$ cat src/rtl/signed_mac_pipe.sv
// signed_mac_pipe
//
// Purpose
//   Three-stage multiply-accumulate pipeline. Each input beat carries two
//   WIDTH-bit operands that are multiplied as either two's-complement or
//   unsigned values. The product is then either loaded into an ACC_WIDTH-bit
//   signed accumulator or added to it. On signed overflow of the addition the
//   accumulator saturates (SAT=1) or wraps (SAT=0). Either way the beat's
//   overflow flag is raised.
//
//   Stage 1 registers the operands and per-beat controls.
//   Stage 2 registers the full-precision product, already extended to
//   ACC_WIDTH.
//   Stage 3 holds the accumulator together with out_valid, out_data and out_ovf.
//
// Handshake (both sides)
//   A beat moves across an interface on a rising clk edge where valid and
//   ready are both high. Valid must not depend on ready. Ready on the input
//   side is purely a function of the output side (stall = out_valid &&
//   !out_ready, in_ready = !stall) and never looks at in_valid. While stalled
//   every stage holds, including valid bits, data, accumulator and flags, so
//   no beat is lost, duplicated or reordered.
//
// Ports
//   clk        rising-edge clock for all state
//   rst_n      synchronous active-low reset
//   in_valid   input beat presented
//   in_ready   block accepts the beat this cycle
//   a, b       WIDTH-bit multiplicand / multiplier
//   is_signed  1 = two's-complement operands, 0 = unsigned operands
//   acc_en     1 = add product to accumulator, 0 = load product
//   out_valid  result presented
//   out_ready  consumer accepts the result
//   out_data   ACC_WIDTH-bit signed accumulator value after this beat
//   out_ovf    this beat's accumulate overflowed
//
// Parameters
//   WIDTH      operand width, 2..32
//   ACC_WIDTH  accumulator/result width, at least 2*WIDTH+1
//   SAT        1 = saturate on overflow, 0 = wrap

module signed_mac_pipe #(
   parameter int WIDTH     = 8,
   parameter int ACC_WIDTH = 2*WIDTH+8,
   parameter int SAT       = 1
) (
   input  logic                 clk,
   input  logic                 rst_n,
   input  logic                 in_valid,
   output logic                 in_ready,
   input  logic [WIDTH-1:0]     a,
   input  logic [WIDTH-1:0]     b,
   input  logic                 is_signed,
   input  logic                 acc_en,
   output logic                 out_valid,
   input  logic                 out_ready,
   output logic [ACC_WIDTH-1:0] out_data,
   output logic                 out_ovf
);

   localparam logic [ACC_WIDTH-1:0] ACC_MAX = {1'b0, {(ACC_WIDTH-1){1'b1}}};
   localparam logic [ACC_WIDTH-1:0] ACC_MIN = {1'b1, {(ACC_WIDTH-1){1'b0}}};

   // ---------------------------------------------------------------------
   // Flow control: one global advance enable shared by every stage.
   // ---------------------------------------------------------------------
   logic stall;
   logic advance;

   assign stall    = out_valid && !out_ready;
   assign advance  = !stall;
   assign in_ready = advance;

   // ---------------------------------------------------------------------
   // Stage 1: operands and per-beat controls
   // ---------------------------------------------------------------------
   logic             s1_valid;
   logic [WIDTH-1:0] s1_a;
   logic [WIDTH-1:0] s1_b;
   logic             s1_signed;
   logic             s1_acc_en;

   // ---------------------------------------------------------------------
   // Stage 2: extended product
   // ---------------------------------------------------------------------
   logic                 s2_valid;
   logic [ACC_WIDTH-1:0] s2_prod;
   logic                 s2_acc_en;

   // ---------------------------------------------------------------------
   // Stage 3: accumulator (drives out_data directly)
   // ---------------------------------------------------------------------
   logic [ACC_WIDTH-1:0] acc;

   // Both operands are widened by one bit. The extra bit is a copy of the MSB
   // for signed beats and zero for unsigned beats. A single signed multiplier
   // then covers both modes. The (WIDTH+1)x(WIDTH+1) product always fits in
   // 2*WIDTH+2 bits, and its value fits in 2*WIDTH+1 signed bits. The sized
   // cast to ACC_WIDTH therefore sign-extends (or drops only redundant sign
   // bits) without changing the value.
   logic signed [WIDTH:0]       a_ext;
   logic signed [WIDTH:0]       b_ext;
   logic signed [2*WIDTH+1:0]   prod_full;
   logic        [ACC_WIDTH-1:0] prod_ext;

   assign a_ext     = {s1_signed & s1_a[WIDTH-1], s1_a};
   assign b_ext     = {s1_signed & s1_b[WIDTH-1], s1_b};
   assign prod_full = a_ext * b_ext;
   assign prod_ext  = ACC_WIDTH'(prod_full);

   // Accumulate / load decision for the beat sitting in stage 2
   logic [ACC_WIDTH-1:0] sum;
   logic                 add_ovf;
   logic [ACC_WIDTH-1:0] sat_val;
   logic [ACC_WIDTH-1:0] acc_next;
   logic                 ovf_next;

   assign sum = acc + s2_prod;

   // Signed overflow: operands agree in sign and the sum disagrees.
   assign add_ovf = (acc[ACC_WIDTH-1] == s2_prod[ACC_WIDTH-1]) &&
                    (sum[ACC_WIDTH-1] != acc[ACC_WIDTH-1]);

   // The clamp direction follows the shared operand sign.
   assign sat_val = acc[ACC_WIDTH-1] ? ACC_MIN : ACC_MAX;

   always_comb begin
      acc_next = acc;
      ovf_next = 1'b0;
      if (!s2_acc_en) begin
         acc_next = s2_prod;
      end else if (add_ovf) begin
         ovf_next = 1'b1;
         acc_next = (SAT != 0) ? sat_val : sum;
      end else begin
         acc_next = sum;
      end
   end

   // ---------------------------------------------------------------------
   // Control state with synchronous reset
   // ---------------------------------------------------------------------
   always_ff @(posedge clk) begin
      if (!rst_n) begin
         s1_valid  <= 1'b0;
         s2_valid  <= 1'b0;
         out_valid <= 1'b0;
         acc       <= '0;
         out_ovf   <= 1'b0;
      end else if (advance) begin
         s1_valid  <= in_valid;
         s2_valid  <= s1_valid;
         out_valid <= s2_valid;
         // A bubble leaves the accumulator untouched. The overflow flag only
         // ever describes the beat currently presented.
         if (s2_valid) begin
            acc     <= acc_next;
            out_ovf <= ovf_next;
         end else begin
            out_ovf <= 1'b0;
         end
      end
   end

   // ---------------------------------------------------------------------
   // Datapath registers: no reset needed, qualified by the valid bits above
   // ---------------------------------------------------------------------
   always_ff @(posedge clk) begin
      if (advance && in_valid) begin
         s1_a      <= a;
         s1_b      <= b;
         s1_signed <= is_signed;
         s1_acc_en <= acc_en;
      end
      if (advance && s1_valid) begin
         s2_prod   <= prod_ext;
         s2_acc_en <= s1_acc_en;
      end
   end

   assign out_data = acc;

endmodule

$ cat config.mk
export PLATFORM = sky130hd
export DESIGN_NAME = signed_mac_pipe
export DESIGN_NICKNAME = d
export VERILOG_FILES = /design/src/rtl/signed_mac_pipe.sv
export SDC_FILE = /design/constraint.sdc
export NUM_CORES = 1
export LEC_CHECK = 0
export ABC_AREA = 1
export ABC_CLOCK_PERIOD_IN_PS = 14000
export CAP_MARGIN = 20
export CORE_MARGIN = 5
export CORE_UTILIZATION = 45
export CTS_CLUSTER_SIZE = 10
export DETAILED_ROUTE_END_ITERATION = 8
export REMOVE_ABC_BUFFERS = 1
export SETUP_SLACK_MARGIN = 0.5
export SYNTH_ARGS = -nofsm -noshare
export SYNTH_HDL_FRONTEND = slang
export SYNTH_SLANG_ARGS = --single-unit
$ cat constraint.sdc
create_clock -name clk -period 14 [get_ports clk]
set_clock_uncertainty 0.05 [all_clocks]
set_input_delay 2.8 -clock clk [delete_from_list [all_inputs] [get_ports clk]]
set_output_delay 2.8 -clock clk [all_outputs]
set_load 0.01 [all_outputs]
# [Word-level counts from Yosys, hierarchy flattened]
# Cells that the tools add are included.
[word_totals] regBits=65 input_bits=22 out_inout_bits=27 word_cells=31
[op_classes] addsub=1 mul=1 eq_ne=2 mux=6 bitwise_logic=3 n_reduce_logical=7
[ops] cell="$mux W24" count=3
[ops] cell="$add A24 B24 Y24" count=1
[ops] cell="$mul A9 B9 Y18" count=1
[ops] cell="$logic_and A1 B1 Y1" count=4
[ops] cell="$mux W1" count=3
[ops] cell="$and A1 B1 Y1" count=2
[ops] cell="$logic_not A1 Y1" count=2
[ops] cell="$reduce_and A2 Y1" count=1
[ops] cell="$eq A1 B1 Y1" count=1
[ops] cell="$ne A1 B1 Y1" count=1
[ops] cell="$not A1 Y1" count=1

# [Longest topological paths before layout]
# Gate-level depths: netlist of the first run.
[depth] ltp_word=6 mapped_depth=21 ltp_nobuf=20

# [Least setup slack after synthesis of the first run]
# OpenSTA, ideal clock, no wires.
[synth_timing] path_kind="in2out" from="in out_ready" to="out in_ready" t_arrival_ps=3140 required_time_ps=11150 setup_slack_ps=8010 stages=2 path_buffers=0 cell_sequence="nor2_1 -> inv_1"
[synth_between] elab_chain_cells=3
[synth_lines] item="from (decl)" line="56" rtl="input logic out_ready,"
[synth_lines] item="$logic_not A1 Y1" line="70" rtl="assign stall = out_valid && !out_ready;"
[synth_lines] item="$logic_and A1 B1 Y1" line="70"
[synth_lines] item="$logic_not A1 Y1" line="71" rtl="assign advance = !stall;"
[synth_lines] item="to (decl)" line="50" rtl="output logic in_ready,"
# No other way between the ends.

# [Worst setup path in the final report of the first run]
# Same ends and word-level chain as after synthesis.

==> metrics, run 1 <==
initial antenna violation count=0; CP endpoint kind=primary output; CP required=11150 ps; most numerous cell in the Yosys netlist=nand2_1; Multi-input gate area=4820 sq um; die area=19000 sq um; synth unique cells=37; period utilization=49.6%; fmax=144 MHz; sequential share of power=22.3%; Final nets=1131; Storage cell area=1670 sq um; Final Hold Vio Count=0; XOR/XNOR Fraction of Synth Area=3.81%; outcome=finished clean; final WL=15500 um; Post-CTS Resized=0; Post-Layout Cell Count=1198; Power Dens Cells=159 nW/um^2; synth warn=0; Worst Path Class, Setup=in2out; mux contribution to synthesized area=0%; Residual DRC=0; H-tree depth=3; CORE AREA=15900 sq um; number of routed nets with antenna violations=0; Cell Rows=46; Tot GR Track Use=17.8%; port bufs=48; crit-path max cell delay=500 ps; asr flop ratio synth=0%; vias per cell=4.78; largest net degree at the start of global routing=36; RSZ-0062 raised after global routing=false; combinational family with the most area after synthesis=adder cells; dpl hpwl=13000 um; Max Cap Viol=0; max-slew violations=0; DR vias=5722; area grow syn2layout=12.3%; synthesized area=7350 sq um; Initial DRC Count=193; die span in y=138 um; Die Wd=138 um; min Tclk post-route=6940 ps; top cells by count, synth=nand2_1 (244), inv_1 (183), fa_1 (72); CTS tree=done; Max-slew headroom=34.2%; Fin Setup TNS=0 ps; Filler Cell Count=1606; Post-Synth Simple-Gate Area=23.4%; HP Class=reg2reg; Pleak=4.25 nW; critical path's most frequent cell=clkdlybuf4s50_1; Synth area leaders=fa_1 (20%), edfxtp_1 (15%), nand2_1 (12%), ha_1 (10%), inv_1 (9.3%); postcts setup bufs=0; post-synthesis compound-gate area fraction=8.58%; syn_area_per_cell=7.79 sq um; Final setup violation count=0; Tightest Pin Transition=981 ps; number of global-route vias before repair=5746; EDFF count, synth=37; Synth Area in Adders=29.8%; grt total ovfl=0; Worst-path clk slew=60 ps; Sw Share=46.3%; initial core utilization=46.1%; CTS Hold Buffers Added=0; Clock Path Buffers=2; First-pass DRT Iterations=4; VDD IR-drop max=0.0721 mV; layout cells sized above 1=8.25%; WHS=367 ps; cts bufs inserted=9; Placer Congestion=0.885; predominant post-synthesis flop cell=edfxtp_1; Logic pwr share=61.4%; wire length per cell=13.0 um; Root Buffer=clkbuf_16; placed insts=1181; P_int=0.705 mW; first-pass GRT wire length=26900 um; NetSw=0.607 mW; critical path fanouts, max=5; cells after synthesis=944; Seq/Total Area, Yosys=22.7%; clock latency at the later pin of the worst-skew pair=350 ps; Clock Sinks=65; Synth top area share=19.6%; # IOs=49; Critical Path, Cell by Cell=clkdlybuf4s50_1 -> nor2_1 -> inv_1 -> clkdlybuf4s50_1; clock share of power=16.4%; antenna cells=0; Critical Path AT=4090 ps; Slowest-stage cell, CP=clkdlybuf4s50_1; Synth Register Bits=65; post-synth top area cell=fa_1; kind of start point of the critical path=input pin
==> power groups by stage <==
stage	Combinational (mW)	Clock, mW	Sequential [mW]
detailed placement	0.811	0	0.297
global route	0.939	0.228	0.297
global placement	0.802	0	0.297
finish	0.805	0.215	0.292
CTS	0.819	0.221	0.293
floorplan	0.645	0	0.286
==> routing by layer <==
layer	vias up	track usage, %	wire [um]
li1	2976	-	-
met3	17	3.32	542
met5	-	0	0
met2	77	30.7	7620
met1	2652	22.5	7100
met4	0	5.65	269
==> final cells by class <==
cell class | count | share of cell area (%)
sequential | 65 | 20.2
multi-input combinational | 665 | 58.4
clock inverter | 6 | 0.500
clock buffer | 10 | 2.89
timing repair buffer | 49 | 6.15
tap | 216 | 3.27
inverter | 187 | 8.50
==> kinds of logic after synthesis <==
| group | Yosys count |
|---|---|
| AOI/OAI and AO/OA | 102 |
| xor gates and xnor gates | 32 |
| adders and majority gates | 132 |
| buffers and inverters | 214 |
| DFF | 65 |
| and+or+nand+nor | 399 |
==> metrics by stage <==
stage          util [%]  cell area (sq um)  setup WS [ps]  power, mW
5_1_grt            51.8               8260           6940       1.46
3_3_place_gp       49.9               7950           7060       1.10
4_1_cts            51.6               8230           7050       1.33
3_5_place_dp       49.9               7950           7050       1.11
6_report           51.8               8260           7060       1.31
2_1_floorplan         -               7200           8010      0.930
==> sequential cells by signal, summed over array words and instances (netlist names) <==
signal / flops
s1_a: 8
s1_signed: 1
s2_valid: 1
s1_valid: 1
s2_prod: 18
out_valid: 1
s1_acc_en: 1
out_data: 24
s2_acc_en: 1
s1_b: 8
out_ovf: 1
==> layout by cell type, fill, tap and decap left out, types with 2 or more instances in the layout <==
master,synthesis,routed
nand2_1,244,244
inv_1,183,183
fa_1,72,72
nor2_1,68,68
ha_1,60,60
a21oi_1,50,50
clkdlybuf4s50_1,0,48
edfxtp_1,37,37
nand2_2,30,30
dfxtp_1,28,28
nand3_1,22,22
o21ai_0,19,19
xor2_1,19,19
a21oi_2,15,15
xnor2_1,13,13
nand4_1,13,13
clkbuf_16,0,9
o21bai_1,7,7
nor3_1,6,6
nor2_2,5,5
a21o_1,3,3
a21boi_0,3,3
inv_2,3,3
clkinv_2,0,3
or2_2,2,2
o2111ai_1,2,2
a21oi_4,2,2
nand2_4,2,2
nand3_2,2,2
inv_6,0,2
==> critical path, delay by kind of cell <==
| family | cells | cell delay, ps |
|---|---|---|
| AND/OR/NAND/NOR | 1 | 260 |
| buffers and inverters | 3 | 1020 |
==> final timing paths <==
path / from / depth (start not counted) / slack [ps] / endpoint
max: out_ready / 4 / 7060 / in_ready
min: s1_acc_en$_DFFE_PP_ / 0 / 370 / s2_acc_en$_DFFE_PP_
max reg2reg: s1_b[7]$_DFFE_PP_ / 19 / 8080 / s2_prod[15]$_DFFE_PP_
min reg2reg: s1_acc_en$_DFFE_PP_ / 0 / 370 / s2_acc_en$_DFFE_PP_
(Power assumes the default switching activity.)
==> inputs of run 2 (changes only) <==
--- a/config.mk
+++ b/config.mk
@@ -6,12 +6,13 @@
 export NUM_CORES = 1
 export LEC_CHECK = 0
 export ABC_AREA = 1
-export ABC_CLOCK_PERIOD_IN_PS = 14000
+export ABC_CLOCK_PERIOD_IN_PS = 5550
 export CAP_MARGIN = 20
 export CORE_MARGIN = 5
 export CORE_UTILIZATION = 45
 export CTS_CLUSTER_SIZE = 10
 export DETAILED_ROUTE_END_ITERATION = 8
+export PLACE_DENSITY = 0.66
 export REMOVE_ABC_BUFFERS = 1
 export SETUP_SLACK_MARGIN = 0.5
 export SYNTH_ARGS = -nofsm -noshare
==> constraint.sdc (replaced) <==
create_clock -name clk -period 5.55 [get_ports clk]
set_clock_uncertainty 0.05 [all_clocks]
set_input_delay 1.11 -clock clk [delete_from_list [all_inputs] [get_ports clk]]
set_output_delay 1.11 -clock clk [all_outputs]
set_load 0.01 [all_outputs]
==> run 2 against run 1 <==
Total power grew to 2.6 times the previous value. Count of clock-buffer cells in the layout is 2 higher. Worst hold slack better by 20 ps. Combinational power grew to 2.7 times the previous value. Cell count is 1.9% higher. Wire length is 3.2% higher. Non-clock buffer count is 23 higher. Via count is 1.9% higher. Flip-flop and latch count stayed put. Register-to-register slack worse by 7400 ps. Clock power grew to 2.8 times the previous value. Critical path type is now reg2reg.
==> metrics, run 2 (synthesis gave the netlist of run 1 again) <==
outcome=finished clean (unchanged); final WL=16000 um (was 15500 um); max reg flops=24 (unchanged); sequential share of power=21.0% (was 22.3%); Final Hold Vio Count=0 (unchanged); CTS tree=done (unchanged); DR vias=5828 (was 5722); first-pass GRT wire length=27200 um (was 26900 um); Critical Path AT=4910 ps (was 4090 ps); Pleak=4.36 nW (was 4.25 nW); # IOs=49 (unchanged); Place WS=201 ps (was 7050 ps); Logic pwr share=61.7% (was 61.4%); Worst-path clk slew=50 ps (was 60 ps); Cell Rows=46 (unchanged); cts bufs inserted=9 (unchanged); clock share of power=17.4% (was 16.4%); NetSw=1.56 mW (was 0.607 mW); CP required=5590 ps (was 11150 ps); most common cell after layout, fill and taps aside=nand2_1 (unchanged); busiest layer in global routing=met2 (unchanged); CORE AREA=15900 sq um (unchanged); Tightest Pin Transition=986 ps (was 981 ps); Residual DRC=0 (unchanged); Final setup violation count=0 (unchanged); GR Util met3=2.92% (was 3.32%); Die Wd=138 um (unchanged); port bufs=48 (unchanged); most frequent cells in the layout=nand2_1 (242), inv_1 (181), fa_1 (71) (was nand2_1 (244), inv_1 (183), fa_1 (72)); die span in y=138 um (unchanged); H-tree depth=3 (unchanged); fin util=53.3% (was 51.8%); area grow syn2layout=15.6% (was 12.3%); Initial DRC Count=228 (was 193); met2 Resource Use GR=31.2% (was 30.7%); RSZ-0062 raised after global routing=true (was false); min Tclk post-route=4870 ps; die area=19000 sq um (unchanged); First-pass DRT Iterations=5 (was 4); largest net degree at the start of global routing=36 (unchanged); fin area=8500 sq um (was 8260 sq um); number of routed nets with antenna violations=0 (unchanged); R2R Setup Slk=680 ps (was 8080 ps); setup ws final=678 ps (was 7060 ps); period utilization=87.8%; number of global-route vias before repair=5717 (was 5746); Max Cap Viol=0 (unchanged); Placed Area=8050 sq um (was 7950 sq um); Root Buffer=clkbuf_16 (unchanged); worst-case reg-to-reg path depth=19 (unchanged); vias per cell=4.77 (was 4.78); max-slew violations=0 (unchanged); CP endpoint kind=register (was primary output); clock latency at the later pin of the worst-skew pair=340 ps (was 350 ps); Final nets=1154 (was 1131); Clock Path Buffers=2 (unchanged); Tot GR Track Use=18.1% (was 17.8%); grt total ovfl=0 (unchanged); critical path fanouts, max=4 (was 5); fmax=205 MHz; layout cells sized above 1=11.6% (was 8.25%); met1 usage=23.3% (was 22.5%); antenna cells=0 (unchanged); VDD IR-drop max=0.169 mV (was 0.0721 mV); dpl hpwl=13200 um (was 13000 um); HP Class=reg2reg (unchanged); Clock Sinks=65 (unchanged); Placer Congestion=0.915 (was 0.885); Fin Setup TNS=0 ps (unchanged); kind of start point of the critical path=register (was input pin); CTS Hold Buffers Added=0 (unchanged); P_int=1.91 mW (was 0.705 mW); initial antenna violation count=0 (unchanged); Power Dens Cells=408 nW/um^2 (was 159 nW/um^2); initial core utilization=46.1% (unchanged); Max-slew headroom=34.2% (about the same); Worst Path Class, Setup=reg2reg (was in2out); wire length per cell=13.1 um (was 13.0 um); Sw Share=45.0% (was 46.3%); hold path depth=0 (unchanged)
-- run 2: cell type report --
| class | count | area [sq um] |
|---|---|---|
| clock buffers | 12 | 268 |
| clock inverters | 4 | 48.8 |
| fillers | 1544 | 7450 |
| inverters | 187 | 702 |
| multi-input cells | 665 | 4870 |
| flip-flops and latches | 65 | 1670 |
| well taps | 216 | 270 |
| repair buffers | 72 | 661 |
-- run 2: power by group through the flow --
stage / clock network, mW / registers (mW) / logic, mW
final: 0.602 / 0.726 / 2.14
after CTS: 0.617 / 0.729 / 2.09
after global placement: 0 / 0.740 / 2.03
after detailed placement: 0 / 0.739 / 2.06
after floorplan: 0 / 0.721 / 1.63
after global routing: 0.632 / 0.735 / 2.50
-- run 2: repair_timing --
action | CTS | global route
endpoints found under the setup margin | 2 | 5
hold endpoints to repair | 0 | 0
pin swaps | 1 | 1
setup buffers | 2 | 9
gates resized for setup | 4 | 14
-- run 2: through the flow --
| stage | cells | power (mW) | hold WS, ps |
|---|---|---|---|
| 2_1_floorplan | 917 | 2.35 | 350 |
| 3_3_place_gp | 1194 | 2.77 | 357 |
| 3_5_place_dp | 1194 | 2.79 | 369 |
| 4_1_cts | 1212 | 3.44 | 398 |
| 5_1_grt | 1221 | 3.86 | 399 |
| 6_report | 1221 | 3.46 | 387 |
-- run 2: critical path, cell delays in order (launching register included) --
cell and delay, ps:
edfxtp_1 400, nand2_1 100, or2_2 290, fa_1 450, fa_1 490, inv_1 50, fa_1 510, fa_1 540
inv_1 50, fa_1 520, inv_1 70, ha_4 260, a21oi_2 120, o21ai_2 80, a21boi_2 190, o21ai_2 80
a21oi_1 130, nor2_1 50, nor2_1 100, xnor2_1 80
-- run 2: worst paths after layout --
kind,start,to
hold reg to reg,s1_acc_en$_DFFE_PP_,s2_acc_en$_DFFE_PP_
setup / recovery,s1_signed$_DFFE_PP_,s2_prod[15]$_DFFE_PP_
hold / removal,s1_acc_en$_DFFE_PP_,s2_acc_en$_DFFE_PP_
setup reg to reg,s1_signed$_DFFE_PP_,s2_prod[15]$_DFFE_PP_
-- run 2: metal layers --
layer	part of all wire (%)	vias to the layer above
li1	-	3020
met1	46	2692
met2	49	99
met3	4.0	17
met4	1.5	0
met5	0	-
==> inputs of run 3 (changes only) <==
--- a/config.mk
+++ b/config.mk
@@ -6,13 +6,12 @@
 export NUM_CORES = 1
 export LEC_CHECK = 0
 export ABC_AREA = 1
-export ABC_CLOCK_PERIOD_IN_PS = 5550
 export CAP_MARGIN = 20
 export CORE_MARGIN = 5
-export CORE_UTILIZATION = 45
+export CORE_UTILIZATION = 55
 export CTS_CLUSTER_SIZE = 10
 export DETAILED_ROUTE_END_ITERATION = 8
-export PLACE_DENSITY = 0.66
+export PLACE_DENSITY = 0.78
 export REMOVE_ABC_BUFFERS = 1
 export SETUP_SLACK_MARGIN = 0.5
 export SYNTH_ARGS = -nofsm -noshare
==> run 3 against run 2 <==
Die area is 17% lower. Global-route usage grew 2.6 points. Fmax up 0.96%. Combinational power grew 3%. Clock power decreased by 6.3%. Cell count down 3.3%. Worst hold slack improved by 2.6 ps.
==> metrics, run 3 (synthesis gave the netlist of run 1 again) <==
wire length per cell=13.4 um (was 13.1 um); hold path depth=0 (unchanged); CP required=5580 ps (was 5590 ps); antenna cells=0 (unchanged); cts bufs inserted=9 (unchanged); port bufs=48 (unchanged); P_int=1.90 mW (was 1.91 mW); Power Dens Cells=415 nW/um^2 (was 408 nW/um^2); max reg flops=24 (unchanged); clock share of power=16.1% (was 17.4%); Max Cap Viol=0 (unchanged); area grow syn2layout=14.7% (was 15.6%); fmax=207 MHz (was 205 MHz); initial core utilization=55.7% (was 46.1%); number of routed nets with antenna violations=0 (unchanged); layout cells sized above 1=11.9% (was 11.6%); Residual DRC=0 (unchanged); Final setup violation count=0 (unchanged); CTS tree=done (unchanged); most frequent cells in the layout=nand2_1 (241), inv_1 (179), fa_1 (71) (was nand2_1 (242), inv_1 (181), fa_1 (71)); most common cell after layout, fill and taps aside=nand2_1 (unchanged); Hold Crit Endpoint=s2_acc_en$_DFFE_PP_ (unchanged); H-tree depth=3 (unchanged); Tot GR Track Use=20.8% (was 18.1%); R2R Path Start=s1_signed$_DFFE_PP_ (unchanged); CORE AREA=13200 sq um (was 15900 sq um); DR vias=6004 (was 5828); Final Hold Vio Count=0 (unchanged); CTS Hold Buffers Added=0 (unchanged); NetSw=1.60 mW (was 1.56 mW); Fin Setup TNS=0 ps (unchanged); vias per cell=5.08 (was 4.77); die area=15800 sq um (was 19000 sq um); Sw Share=45.7% (was 45.0%); Max-slew headroom=32.0% (was 34.2%); # IOs=49 (unchanged); initial antenna violation count=0 (unchanged); max-slew violations=0 (unchanged); placed insts=1151 (was 1194); Clock Path Buffers=2 (unchanged); Placer Congestion=0.945 (was 0.915); FF-to-FF End=s2_prod[17]$_DFFE_PP_ (was s2_prod[15]$_DFFE_PP_); RSZ-0062 raised after global routing=true (unchanged); First-pass DRT Iterations=5 (unchanged); VDD IR-drop max=0.182 mV (was 0.169 mV); Final nets=1154 (unchanged); dpl hpwl=12800 um (was 13200 um); Post-Layout Cell Count=1181 (was 1221); Logic pwr share=63.2% (was 61.7%); R2R Setup Slk=720 ps (was 680 ps); clock latency at the later pin of the worst-skew pair=340 ps (about the same); critical hold path startpoint=s1_acc_en$_DFFE_PP_ (unchanged); min Tclk post-route=4830 ps (was 4870 ps); first-pass GRT wire length=26800 um (was 27200 um); Critical Path AT=4860 ps (was 4910 ps); Clock Sinks=65 (unchanged); Cell Rows=42 (was 46); Initial DRC Count=236 (was 228); outcome=finished clean (unchanged); period utilization=86.9% (was 87.8%); number of global-route vias before repair=5775 (was 5717); critical path fanouts, max=6 (was 4); kind of start point of the critical path=register (unchanged); Root Buffer=clkbuf_16 (unchanged); grt total ovfl=0 (unchanged); Die Wd=126 um (was 138 um); die span in y=126 um (was 138 um); largest net degree at the start of global routing=36 (unchanged); total power=3.50 mW (was 3.46 mW); worst-case reg-to-reg path depth=19 (unchanged); Worst Path Class, Setup=reg2reg (unchanged); CP endpoint kind=register (unchanged); sequential share of power=20.8% (was 21.0%); HP Class=reg2reg (unchanged); final WL=15800 um (was 16000 um); Worst-path clk slew=60 ps (was 50 ps); Pleak=4.35 nW (was 4.36 nW); Tightest Pin Transition=1020 ps (was 986 ps)
run 3: what timing repair did:
| item | in CTS | in global routing |
|---|---|---|
| pin swaps | 0 | 15 |
| hold endpoints to repair | 0 | 0 |
| resized for setup | 3 | 21 |
| setup buffers | 5 | 9 |
| setup endpoints to repair | 2 | 5 |
run 3: layout make-up:
type / count / area, sq um
multi-input cells: 665 / 4890
fillers: 1185 / 4760
flip-flops and latches: 65 / 1670
inverters: 187 / 704
repair buffers: 72 / 661
clock buffers: 10 / 229
well taps: 176 / 220
clock inverters: 6 / 58.8
run 3: power by group through the flow:
| stage | Sequential [mW] | Combinational, mW | Clock, mW |
|---|---|---|---|
| 3_5_place_dp | 0.741 | 2.06 | 0 |
| 2_1_floorplan | 0.721 | 1.63 | 0 |
| 4_1_cts | 0.729 | 2.09 | 0.578 |
| 3_3_place_gp | 0.739 | 2.01 | 0 |
| 6_report | 0.727 | 2.21 | 0.564 |
| 5_1_grt | 0.737 | 2.54 | 0.597 |
run 3: worst max path at each step:
| stage | startpoint | to | slack [ps] | cells past startpoint |
|---|---|---|---|---|
| 2_1_floorplan | s1_b[7]$_DFFE_PP_ | s2_prod[15]$_DFFE_PP_ | 210 | 19 |
| 3_3_place_gp | s1_a[0]$_DFFE_PP_ | s2_prod[15]$_DFFE_PP_ | 290 | 18 |
| 3_5_place_dp | s1_a[0]$_DFFE_PP_ | s2_prod[15]$_DFFE_PP_ | 210 | 18 |
| 4_1_cts | s1_signed$_DFFE_PP_ | s2_prod[17]$_DFFE_PP_ | 500 | 19 |
| 5_1_grt | s1_signed$_DFFE_PP_ | s2_prod[15]$_DFFE_PP_ | 420 | 19 |
| 6_report | s1_signed$_DFFE_PP_ | s2_prod[17]$_DFFE_PP_ | 720 | 19 |
run 3: worst max-delay path: stages, from the launching register on:
cell       delay (ps)
edfxtp_1          440
nand2_2           150
inv_4              60
nand2_1           120
inv_1             100
fa_2              600
inv_2              90
fa_1              530
inv_1              50
fa_1              530
inv_1              60
fa_1              520
inv_1              40
ha_1              330
ha_4              320
nand4_1           120
nor3_1            150
nand2_1            90
o2111ai_1          90
xor2_1            110
run 3: per-layer routing:
metal	routed length [um]	vias to the layer above	global-route usage (%)
li1	-	3021	-
met1	6790	2822	25.4
met2	8010	133	37.4
met3	642	28	3.43
met4	368	0	6.51
met5	0	-	0
run 3: metrics by stage:
step | instance area [sq um] | hold slack [ps] | utilization (%) | worst slack [ps]
finish | 8430 | 390 | 63.9 | 724
global route | 8430 | 392 | 63.9 | 418
CTS | 8300 | 391 | 62.9 | 500
detailed placement | 7970 | 381 | 60.4 | 213
global placement | 7970 | 358 | 60.4 | 295
floorplan | 7200 | 350 | - | 214
